--- config.mk ---
export PLATFORM = sky130hd
export DESIGN_NAME = register_dump_unit
export DESIGN_NICKNAME = d
export VERILOG_FILES = /design/src/rtl/register_dump_unit.sv
export SDC_FILE = /design/constraint.sdc
export NUM_CORES = 1
export LEC_CHECK = 0
export CELL_PAD_IN_SITES_DETAIL_PLACEMENT = 0
export CELL_PAD_IN_SITES_GLOBAL_PLACEMENT = 1
export CORE_UTILIZATION = 43
export CTS_CLUSTER_SIZE = 24
export DETAILED_ROUTE_END_ITERATION = 10
export GPL_TIMING_DRIVEN = 0
export PLACE_DENSITY = 0.9
export SYNTH_ARGS = -nofsm -noshare
export SYNTH_HDL_FRONTEND = slang
export SYNTH_SLANG_ARGS = --single-unit
--- constraint.sdc ---
create_clock -name i_clock -period 4.1 [get_ports i_clock]
set_input_delay 0.615 -clock i_clock [delete_from_list [all_inputs] [get_ports i_clock]]
set_output_delay 0.615 -clock i_clock [all_outputs]
set_load 0.005 [all_outputs]
--- src/rtl/register_dump_unit.sv ---
// Walks the register bank's debug read port and streams every word, LSB first, to the UART tx.
// First byte launches 3 cycles after i_start; stalls indefinitely in WAIT_TX until i_tx_done.
module register_dump_unit #(
  parameter int DATA_SIZE  = 32,
  parameter int ADDR_SIZE  = 5,
  parameter int BANK_DEPTH = 32,
  parameter int BYTE_SIZE  = 8
) (
  input  logic                 i_clock,
  input  logic                 i_reset,
  input  logic                 i_start,
  input  logic [DATA_SIZE-1:0] i_reg_data,
  input  logic                 i_tx_done,
  output logic                 o_read_enable,
  output logic [ADDR_SIZE-1:0] o_read_addr,
  output logic [BYTE_SIZE-1:0] o_tx_data,
  output logic                 o_tx_start,
  output logic                 o_busy,
  output logic                 o_done
);

  localparam int BYTES_PER_WORD = DATA_SIZE / BYTE_SIZE;
  localparam int IDX_W          = $clog2(BANK_DEPTH) + 1;
  localparam int CNT_W          = $clog2(BYTES_PER_WORD) + 1;

  localparam logic [IDX_W-1:0] LAST_IDX = IDX_W'(BANK_DEPTH - 1);
  localparam logic [CNT_W-1:0] FULL_CNT = CNT_W'(BYTES_PER_WORD);
  localparam logic [CNT_W-1:0] ONE_CNT  = CNT_W'(1);

  typedef enum logic [2:0] {
    S_IDLE,
    S_REQ,
    S_CAPTURE,
    S_SEND,
    S_WAIT_TX,
    S_DONE
  } state_t;

  state_t               state, state_nx;
  logic [IDX_W-1:0]     reg_idx, reg_idx_nx;
  logic [CNT_W-1:0]     byte_cnt, byte_cnt_nx;
  logic [DATA_SIZE-1:0] shift_q, shift_nx;

  always_comb begin
    state_nx    = state;
    reg_idx_nx  = reg_idx;
    byte_cnt_nx = byte_cnt;
    shift_nx    = shift_q;
    case (state)
      S_IDLE: begin
        if (i_start) begin
          state_nx   = S_REQ;
          reg_idx_nx = '0;
        end
      end
      S_REQ: state_nx = S_CAPTURE;
      S_CAPTURE: begin
        // The bank registered the word on the edge that ended REQ.
        shift_nx    = i_reg_data;
        byte_cnt_nx = FULL_CNT;
        state_nx    = S_SEND;
      end
      S_SEND: state_nx = S_WAIT_TX;
      S_WAIT_TX: begin
        if (i_tx_done) begin
          shift_nx    = shift_q >> BYTE_SIZE;
          byte_cnt_nx = byte_cnt - ONE_CNT;
          if (byte_cnt > ONE_CNT) begin
            state_nx = S_SEND;
          end else if (reg_idx == LAST_IDX) begin
            state_nx = S_DONE;
          end else begin
            reg_idx_nx = reg_idx + IDX_W'(1);
            state_nx   = S_REQ;
          end
        end
      end
      S_DONE:  state_nx = S_IDLE;
      default: state_nx = S_IDLE;
    endcase
  end

  always_ff @(posedge i_clock or posedge i_reset) begin
    if (i_reset) begin
      state    <= S_IDLE;
      reg_idx  <= '0;
      byte_cnt <= '0;
      shift_q  <= '0;
    end else begin
      state    <= state_nx;
      reg_idx  <= reg_idx_nx;
      byte_cnt <= byte_cnt_nx;
      shift_q  <= shift_nx;
    end
  end

  // Outputs are registered from the next state so they line up with the state they describe.
  always_ff @(posedge i_clock or posedge i_reset) begin
    if (i_reset) begin
      o_read_enable <= 1'b0;
      o_read_addr   <= '0;
      o_tx_data     <= '0;
      o_tx_start    <= 1'b0;
      o_busy        <= 1'b0;
      o_done        <= 1'b0;
    end else begin
      o_read_enable <= (state_nx == S_REQ);
      o_tx_start    <= (state_nx == S_SEND);
      o_done        <= (state_nx == S_DONE);
      o_busy        <= (state_nx != S_IDLE);
      if (state_nx == S_REQ) begin
        o_read_addr <= ADDR_SIZE'(reg_idx_nx);
      end
      if (state_nx == S_SEND) begin
        o_tx_data <= shift_nx[BYTE_SIZE-1:0];
      end
    end
  end

endmodule

Word level (Yosys, flattened, before mapping)
Index checks and enable logic that the tools add are counted.
W data, S select, Z words.
{"block": "totals", "ff_bits": 61, "output_inout_bits": 17}
{"block": "op_classes", "addsub": 2, "magnitude_cmp": 1, "eq_ne": 12, "n_mux": 14, "reduce_logical": 6}
{"op": "$pmux W32 S2", "n": 1}
{"op": "$mux W32", "n": 1}
{"op": "$mux W6", "n": 4}
{"op": "$mux W3", "n": 5}
{"op": "$pmux W3 S5", "n": 1}
{"op": "$pmux W6 S2", "n": 1}
{"op": "$eq A3 B2 Y1 const B", "n": 3}
{"op": "$ne A2 B2 Y1 const B", "n": 4}
{"op": "$add A6 B1 Y6 const B", "n": 1}
{"op": "$eq A3 B1 Y1 const B", "n": 2}
{"op": "$eq A3 B3 Y1 const B", "n": 2}
{"op": "$eq A6 B5 Y1 const B", "n": 1}
{"op": "$pmux W3 S2", "n": 1}
{"op": "$reduce_and A5 Y1", "n": 1}
{"op": "$reduce_bool A2 Y1", "n": 2}
{"op": "$gt A3 B1 Y1 const B", "n": 1}
{"op": "$logic_not A3 Y1", "n": 1}
{"op": "$reduce_bool A3 Y1", "n": 1}
{"op": "$sub A3 B1 Y3 const B", "n": 1}
{"op": "$reduce_and A2 Y1", "n": 1}

Depth between registers and ports, before layout
Gate-level depths: netlist of run 1.
{"block": "depth", "word_depth": 6, "ltp_mapped": 7, "depth_no_buf": 5}

Worst setup path after synthesis of run 1
No wires, ideal clock.
{"block": "synth_path", "path_type": "input to register", "from": "input port i_tx_done", "to": "register o_read_addr[2]", "t_arrival_ns": 1.816, "setup_slack_ns": 2.159, "path_stages": 4, "n_path_buf": 0, "cell_sequence": "or3b_1 > a211o_1 > a21boi_4 > mux2_4"}
{"block": "synth_between", "elab_chain_len": 3, "word_cells_on_any_way": 5, "cone_classes": "1 x eq/ne; 4 x mux"}
{"item": "start: declaration", "line_no": "13", "text": "input logic i_tx_done,"}
{"item": "$mux W3", "line_no": "65", "text": "if (i_tx_done) begin"}
{"item": "$pmux W3 S5", "line_no": "49", "text": "case (state)"}
{"item": "$eq A3 B1 Y1", "line_no": "111", "text": "if (state_nx == S_REQ) begin"}
{"item": "end signal: assignment", "line_no": "112", "text": "o_read_addr <= ADDR_SIZE'(reg_idx_nx);"}
{"item": "end: declaration", "line_no": "15", "text": "output logic [ADDR_SIZE-1:0] o_read_addr,"}
Several ways; a longest one is shown, not always the timed one. The select of a mux whose other input is x is not followed.
A chain may end at the register's enable or synchronous reset.

Worst setup path after layout of run 1
{"block": "layout_path", "from": "input port i_tx_done", "to": "register shift_q[17]"}
{"block": "layout_between", "elab_chain_len": 2}
{"item": "$ne A2 B2 Y1 (no source line)"}
{"item": "$reduce_and A2 Y1 (no source line)"}
{"item": "end signal: assignment", "line_no": "93", "text": "shift_q <= shift_nx;"}
{"item": "end: declaration", "line_no": "42", "text": "logic [DATA_SIZE-1:0] shift_q, shift_nx;"}
No other way between the ends.

==> metrics, run 1 <==
worst slew pin tran 0.5681 ns; num ports 53; Post-layout nets approximately 350; Crit Path Max Fanout 10; first-pass GRT wire length 9377 um; Starting Density roughly 45%; Peak VDD IR about 0.34 mV; Design Area, Final 3493 um2; Port Buf Inserts 52; DRC Markers 0; Hold-fix buffers, CTS 0; top cell type's share of synthesized area 57.20%; die area 6525 um2; Reg area approximately 1500 um2; post-route setup TNS 0 ns; Mapped Area 2669 um2; fin crit share between 50% and 60%; wire length per cell around 14 um; worst path bufs/invs 4; most frequent cells in the layout dfrtp_1, nand2_1, clkdlybuf4s50_1, a22oi_1, nand3_1; Syn Inst Count 250; pre-CTS setup slack 1.391 ns; CP cell instances clkdlybuf4s50_1 > and4bb_2 > buf_2 > nor2_1 > buf_4 > buf_2 > nand2_1 > nand2_1; Die Y slightly above 80 um; Synth cell types 40; CTS sink cnt a little over 60; initial antenna violation count 0; minimum clock period around 2.4 ns; Via Count 2068; relative slew slack 61.61%; placed standard-cell area approximately 3300 um2; HPWL Detailed between 3000 and 4000 um; layout cell share with drive strength beyond 1 about an eighth; area of the multi-input gates between 1000 and 1500 um2; cts bufs inserted 9; Final GP Congestion between 0.7 and 0.8; leading cell type in the layout, fill and taps excluded dfrtp_1; # Post-CTS Setup Buffers 0; width of the die 80.78 um; core area around 6000 um2; ANT nets after route 0; critical path arrival ~2.7 ns; via/cell ratio 5.249; Worst Setup End Kind register; Synth area leaders dfrtp_1, nand2_1, a22oi_1; Leakage Power approximately 1.6 nW; Rows 28; Top delay family on crit path buffers and inverters; area growth from synthesis to layout 30.90%; FILL cells around 530; Max stage delay on crit path approximately 0.53 ns; Root Driver clkbuf_8; Synth Flop Type dfrtp_1; Worst EP required between 4 and 5 ns; post-synthesis sequential area ratio between 50% and 60%; Fin Hold WS approximately 0.47 ns; number of gates resized after CTS 0; clk_lat worst skew between 0.3 and 0.4 ns; WS Path Type in2reg; RSZ-0062 raised after global routing no; crit path launch type primary input; CTS max path bufs 2; largest net degree at the start of global routing 42; Setup WS post-layout roughly 1.7 ns; DRT Wirelength 5578 um; Cell Pwr Density between 600 and 700 nW/um2; initial drt markers 96; Synth area leader dfrtp_1; CTS tree done; Remaining Overflow, GRT 0; Max Slew Vio Count 0; number of synthesized register bits between 60 and 70; final-report hold violation count 0; Crit-path slowest cell clkdlybuf4s50_1; ys async rst share between 90% and 100%; antenna fix cells 0; gr usage total approximately 19%; Clock transition at path regs approximately 0.07 ns; Ys Warns 0; reg2reg setup slack around 2.0 ns; Post-Syn Nets between 200 and 300; number of synthesized flops with an enable pin 0; Setup Viol. Count Final 0; H-tree Lvls 3; Syn Area/Cell between 10 and 15 um2; status finished clean; worst hold path class reg2reg; clk_skew around 0.0084 ns; Pre-antenna DRT Iters 4; Max Freq 417.7 MHz; vias in the first global route roughly 1900; max-cap violation count 0
-- cell usage after synthesis, types with 3 or more instances --
| library cell | n |
|---|---|
| dfrtp_1 | 61 |
| nand2_1 | 55 |
| a22oi_1 | 16 |
| nand3_1 | 12 |
| nor2_1 | 10 |
| a21o_1 | 9 |
| a22o_1 | 9 |
| a21oi_1 | 8 |
| inv_1 | 8 |
| mux2_2 | 8 |
| o21ai_0 | 6 |
| buf_2 | 5 |
| clkbuf_1 | 5 |
| and3_1 | 3 |
-- cell families after synthesis --
| family | share of synthesized area (%) |
|---|---|
| AND/OR/NAND/NOR | 16.27 |
| multiplexers | 4.876 |
| AO/OA/AOI/OAI | 17.07 |
| flip-flops | 57.20 |
| adder cells (fa/ha/maj) | 0.9375 |
| XOR/XNOR | 0.3282 |
| buffers and inverters | 3.329 |
-- path summary, 6_finish.rpt --
check | depth (start not counted) | start | to
worst max-delay path | 8 | i_tx_done | shift_q[17]$_DFFE_PP0P_
worst min-delay path | 1 | shift_q[3]$_DFF_PP0_ | shift_q[3]$_DFF_PP0_
worst max register to register | 5 | state[1]$_DFF_PP0_ | o_tx_data[1]$_DFFE_PP0N_
worst min register to register | 1 | shift_q[3]$_DFF_PP0_ | shift_q[3]$_DFF_PP0_
max in group asynchronous | 3 | i_reset | shift_q[16]$_DFFE_PP0P_
min in group asynchronous | 2 | i_reset | reg_idx[0]$_DFF_PP0_
-- through the flow --
step / instances / utilization [%] / power, W
final: 394 / 58.66 / 0.002353
after global routing: 394 / 58.66 / 0.002533
after CTS: 394 / 58.66 / 0.002374
after detailed placement: 378 / 55.46 / 0.001856
after global placement: 377 / 55.13 / 0.001822
after floorplan: 250 / - / 0.001548
-- layer usage --
layer	GRT usage (%)	wire (um)
met1	28.57	2785
met2	27.54	2506
met4	9.107	110
met5	0	0
met3	3.708	176
-- power breakdown --
part,switching [W],internal [W]
clock,0.000231,0.000281
sequential,0.000121,0.000837
combinational,0.000463,0.000420
-- registers in the layout, summed over array words and instances (netlist names) --
signal / count
o_done: 1
o_read_enable: 1
o_busy: 1
byte_cnt: 3
reg_idx: 6
state: 3
o_tx_data: 8
o_read_addr: 5
o_tx_start: 1
shift_q: 32
-- layout make-up --
class / instances / area share [%]
inverters: 8 / 0.8596
repair buffers: 53 / 15.47
plain buffers: 13 / 1.683
well taps: 75 / 2.686
clock buffers: 10 / 3.653
multi-input cells: 168 / 30.16
clock inverters: 6 / 1.791
flip-flops and latches: 61 / 43.70
Note: power is estimated with default switching activity, not from simulation.
==> inputs of run 2 (changes only) <==
--- a/config.mk
+++ b/config.mk
@@ -7,11 +7,11 @@
 export LEC_CHECK = 0
 export CELL_PAD_IN_SITES_DETAIL_PLACEMENT = 0
 export CELL_PAD_IN_SITES_GLOBAL_PLACEMENT = 1
-export CORE_UTILIZATION = 43
+export CORE_UTILIZATION = 36
 export CTS_CLUSTER_SIZE = 24
 export DETAILED_ROUTE_END_ITERATION = 10
 export GPL_TIMING_DRIVEN = 0
-export PLACE_DENSITY = 0.9
+export PLACE_DENSITY = 0.81
 export SYNTH_ARGS = -nofsm -noshare
 export SYNTH_HDL_FRONTEND = slang
 export SYNTH_SLANG_ARGS = --single-unit
==> constraint.sdc (replaced) <==
create_clock -name i_clock -period 2.1 [get_ports i_clock]
set_input_delay 0.315 -clock i_clock [delete_from_list [all_inputs] [get_ports i_clock]]
set_output_delay 0.315 -clock i_clock [all_outputs]
set_load 0.005 [all_outputs]
==> metrics, run 2 (synthesis results as in run 1) <==
Max Freq around 490 MHz; clk_lat worst skew 0.34 ns; placed standard-cell area about 3300 um2; area of the multi-input gates 1064 um2; Pre-antenna DRT Iters 4; core area between 7000 and 8000 um2; Setup Viol. Count Final 0; Leakage Power roughly 1.7 nW; antenna fix cells 0; Cell Pwr Density about 1400 nW/um2; Worst Setup SP i_tx_done; CTS max path bufs 2; Levels on crit path 5; Final GP Congestion just over 0.8; Final Power a little under 0.005 W; Setup WS post-layout a little under 0.04 ns; Remaining Overflow, GRT 0; post-route setup TNS 0 ns; Util after Layout between 50 and 60%; Design Area, Final ~3600 um2; Post-layout nets between 300 and 400; worst r2r src state[1]$_DFF_PP0_; Peak VDD IR between 0.5 and 0.6 mV; Max Slew Vio Count 0; Starting Density a little under two fifths; Root Driver clkbuf_8; Largest Register shift_q; initial drt markers ~110; final-report hold violation count 0; status finished clean; clk_skew approximately 0.011 ns; worst slew pin tran about 0.63 ns; Rows 31; critical path arrival approximately 2.3 ns; reg2reg path depth 5; first-pass GRT wire length approximately 9600 um; Die Y about 88 um; max-cap violation count 0; gr usage total 16.52%; via/cell ratio roughly 4.8; leading cell type in the layout, fill and taps excluded dfrtp_1; HPWL Detailed between 4000 and 5000 um; relative slew slack approximately three fifths; reg2reg end o_read_addr[2]$_DFFE_PP0N_; minimum clock period roughly 2.1 ns; width of the die around 90 um; worst path bufs/invs 1; pre-CTS setup slack -0.3307 ns; FILL cells between 600 and 700; num ports 53; initial antenna violation count 0; Worst EP required 2.32 ns; Top delay family on crit path buffers and inverters; Crit Path Max Fanout 8; area growth from synthesis to layout 35.30%; most frequent cells in the layout dfrtp_1, nand2_1, clkdlybuf4s50_1, a22oi_1, nand3_1; Via Count between 2000 and 2500; Largest regs shift_q: 32 flops, o_tx_data: 8 flops, reg_idx: 6 flops; Worst Setup End Kind register; wire length per cell 13.70 um; Hold-fix buffers, CTS 0; Clock transition at path regs 0.07 ns; cts bufs inserted 9; WS Path Type in2reg; crit path launch type primary input; fin crit share slightly below 100%; die area approximately 7800 um2; CTS sink cnt 61; CTS tree done; max reg flops 32; reg2reg setup slack between 0.15 and 0.2 ns; worst hold path class in2async; largest net degree at the start of global routing 33; DRC Markers 0; Port Buf Inserts between 50 and 60; H-tree Lvls 3; RSZ-0062 raised after global routing no; layout cell share with drive strength beyond 1 14.06%; DRT Wirelength about 5700 um; Max stage delay on crit path 0.62 ns; CP cell instances clkdlybuf4s50_1 > or3b_1 > a211o_1 > a21boi_4 > mux2_4; Crit-path slowest cell clkdlybuf4s50_1; vias in the first global route between 1500 and 2000; Reg area about 1500 um2; ANT nets after route 0
-- run 2: cell types whose count changed in the layout (fill, tap and decap cells not counted), sizes merged --
cell    previous run  this run
clkinv             4         3
bufinv             1         3
-- run 2: repair_timing --
item,4_1_cts,5_1_grt
gates cloned,0,0
gates resized for setup,1,4
setup endpoints to repair,6,21
pin swaps,0,3
setup buffers,0,1
-- run 2: final cells by class --
cell class | count | area share, %
flip-flops and latches | 61 | 42.27
clock inverters | 7 | 3.361
inverters | 8 | 0.8316
repair buffers | 54 | 15.52
plain buffers | 13 | 1.698
well taps | 99 | 3.430
multi-input cells | 168 | 29.45
clock buffers | 9 | 3.430
-- run 2: layer usage --
metal	up-vias	track usage, %	share of wire, %
li1	1018	-	-
met1	953	23.52	50
met2	41	24.31	45
met3	6	4.053	3.6
met4	0	6.305	1.2
met5	-	0	0
-- run 2: power by group --
| part | internal [W] | total (W) | switching, W |
|---|---|---|---|
| sequential | 0.00163 | 0.00188 | 0.000246 |
| clock | 0.000794 | 0.00128 | 0.000482 |
| combinational | 0.000877 | 0.00178 | 0.000905 |
-- run 2: worst reg2reg max path: stages, from the launching register on --
cell and delay [ns]:
dfrtp_1 0.39, clkbuf_1 0.22, or3b_1 0.47, a21oi_1 0.27, a311oi_1 0.19, mux2_4 0.30
-- run 2: worst max path at each step --
stage,end,slack [ns]
after global routing,o_tx_data[7]$_DFFE_PP0N_,0.005
after global placement,shift_q[28]$_DFFE_PP0P_,-0.82
final,o_read_addr[2]$_DFFE_PP0N_,0.04
after floorplan,byte_cnt[0]$_DFFE_PP0P_,0.27
after CTS,o_read_addr[2]$_DFFE_PP0N_,0.02
after detailed placement,o_read_addr[2]$_DFFE_PP0N_,-0.33
-- run 2: through the flow --
| step | hold WS [ns] | instances |
|---|---|---|
| 2_1_floorplan | 0.4204 | 250 |
| 3_3_place_gp | 0.4527 | 401 |
| 3_5_place_dp | 0.4599 | 402 |
| 4_1_cts | 0.4023 | 418 |
| 5_1_grt | 0.4469 | 419 |
| 6_report | 0.3806 | 419 |
==> inputs of run 3 (changes only) <==
--- a/config.mk
+++ b/config.mk
@@ -7,11 +7,12 @@
 export LEC_CHECK = 0
 export CELL_PAD_IN_SITES_DETAIL_PLACEMENT = 0
 export CELL_PAD_IN_SITES_GLOBAL_PLACEMENT = 1
-export CORE_UTILIZATION = 36
+export CORE_UTILIZATION = 40
 export CTS_CLUSTER_SIZE = 24
 export DETAILED_ROUTE_END_ITERATION = 10
 export GPL_TIMING_DRIVEN = 0
-export PLACE_DENSITY = 0.81
+export PLACE_DENSITY = 0.85
+export SLEW_MARGIN = 20
 export SYNTH_ARGS = -nofsm -noshare
 export SYNTH_HDL_FRONTEND = slang
 export SYNTH_SLANG_ARGS = --single-unit
==> constraint.sdc (replaced) <==
create_clock -name i_clock -period 2 [get_ports i_clock]
set_input_delay 0.3 -clock i_clock [delete_from_list [all_inputs] [get_ports i_clock]]
set_output_delay 0.3 -clock i_clock [all_outputs]
set_load 0.005 [all_outputs]
==> metrics, run 3 (synthesis results as in run 1) <==
reg2reg setup slack between 0.05 and 0.06 ns; Via Count around 2000; die area 7002 um2; critical path arrival ~2.2 ns; Starting Density a little over two fifths; DRC Markers 0; Fin Hold WS approximately 0.26 ns; Placed Instances between 300 and 400; Largest regs shift_q: 32 flops, o_tx_data: 8 flops, reg_idx: 6 flops; minimum clock period ~1.9 ns; status finished clean; Leakage Power ~1.7 nW; HPWL Detailed just over 4000 um; Die Y 83.68 um; relative slew slack about two thirds; core area ~6400 um2; CP cell instances or3b_1 > a211o_1 > a21boi_4 > mux2_4; Remaining Overflow, GRT 0; Largest Register shift_q; Post-layout nets between 300 and 400; Clock transition at path regs around 0.07 ns; Cell Pwr Density roughly 1400 nW/um2; leading cell type in the layout, fill and taps excluded dfrtp_1; Rows 29; CTS sink cnt 61; via/cell ratio roughly 5.1; Port Buf Inserts 52; wire length per cell 14.45 um; Peak VDD IR approximately 0.73 mV; initial antenna violation count 0; Max Freq roughly 510 MHz; WS Path Type reg2reg; cts bufs inserted 9; max-cap violation count 0; H-tree Lvls 3; antenna fix cells 0; Final GP Congestion between 0.8 and 0.9; max reg flops 32; Setup Viol. Count Final 0; DRT Wirelength 5764 um; worst slew pin tran approximately 0.5 ns; Crit Path Max Fanout 8; most frequent cells in the layout dfrtp_1, nand2_1, clkdlybuf4s50_1, a22oi_1, nand3_1; worst hold path class in2async; crit path launch type register; fin crit share about 97%; num ports 53; gr usage total between 10% and 20%; Max stage delay on crit path 0.47 ns; final-report hold violation count 0; final non-filler cell total between 300 and 400; Max Slew Vio Count 0; Hold-fix buffers, CTS 0; first-pass GRT wire length around 9900 um; area growth from synthesis to layout 35.02%; largest net degree at the start of global routing 42; initial drt markers 198; Crit-path slowest cell dfrtp_1; width of the die ~84 um; Worst Setup End Kind register; layout cell share with drive strength beyond 1 15.53%; Root Driver clkbuf_8; clk_lat worst skew 0.34 ns; Worst EP required 2.22 ns; Pre-antenna DRT Iters 4; vias in the first global route 2017; CTS max path bufs 2; ANT nets after route 0; CTS tree done; clk_skew roughly 0.0091 ns
==> run 3: cell types whose count changed in the layout (fill, tap and decap cells not counted), sizes merged <==
cell and delta:
clkbuf +3, buf +1, bufinv -1, clkdlybuf4s50 -1
clkinv -1, dlymetal6s2s +1
==> run 3: final timing paths <==
check / from / endpoint / cells past startpoint
min: i_reset / shift_q[30]$_DFFE_PP0P_ / 2
max reg2reg: byte_cnt[2]$_DFFE_PP0P_ / o_read_addr[4]$_DFFE_PP0N_ / 4
max: byte_cnt[2]$_DFFE_PP0P_ / o_read_addr[4]$_DFFE_PP0N_ / 4
min in group i_clock: i_tx_done / o_read_addr[3]$_DFFE_PP0N_ / 3
max in group asynchronous: i_reset / byte_cnt[1]$_DFFE_PP0P_ / 3
min reg2reg: shift_q[2]$_DFF_PP0_ / shift_q[2]$_DFF_PP0_ / 1
==> run 3: final cells by class <==
class	count	area (um2)
plain buffers	13	62.56
well taps	77	96.34
fillers	578	2783
multi-input cells	168	1082
clock buffers	11	141.4
inverters	8	32.53
clock inverters	5	82.58
repair buffers	56	578.1
flip-flops and latches	61	1528
==> run 3: where the power goes <==
group          internal, W  switching [W]  total, W
clock network     0.000740       0.000488   0.00123
logic             0.000943       0.000973   0.00192
registers          0.00172       0.000261   0.00198
total              0.00340        0.00172   0.00512
==> run 3: per-layer routing <==
layer	vias up	GRT usage, %	wire length (um)
met5	-	0	0
met4	0	9.245	99
met3	8	3.264	206
met2	44	27.12	2684
met1	976	25.73	2774
li1	1020	-	-
==> run 3: per-stage QoR <==
step                      power, W  setup TNS (ns)  utilization, %  cell area [um2]  setup WS [ns]
after floorplan           0.003173               0               -             2669         0.1870
after global placement    0.003739          -62.54           51.45             3286        -0.8879
after detailed placement  0.003813          -8.843           51.80             3308        -0.4332
after CTS                 0.005083               0           55.56             3548       0.002790
after global routing      0.005511       -0.002145           56.43             3603      -0.002145
final                     0.005124               0           56.43             3603        0.05128
==> run 3: critical path, delay by kind of cell (launching register included) <==
kind / cells / cell delay [ns]
AO/OA/AOI/OAI: 2 / 0.58
flip-flops: 1 / 0.47
AND/OR/NAND/NOR: 1 / 0.45
multiplexers: 1 / 0.33
==> run 3: what timing repair did <==
action                                  CTS  global route
resized for setup                         3             8
endpoints found under the setup margin   20            30
pin swaps                                 1             3
buffers inserted                          0             3
gates cloned                              0             0
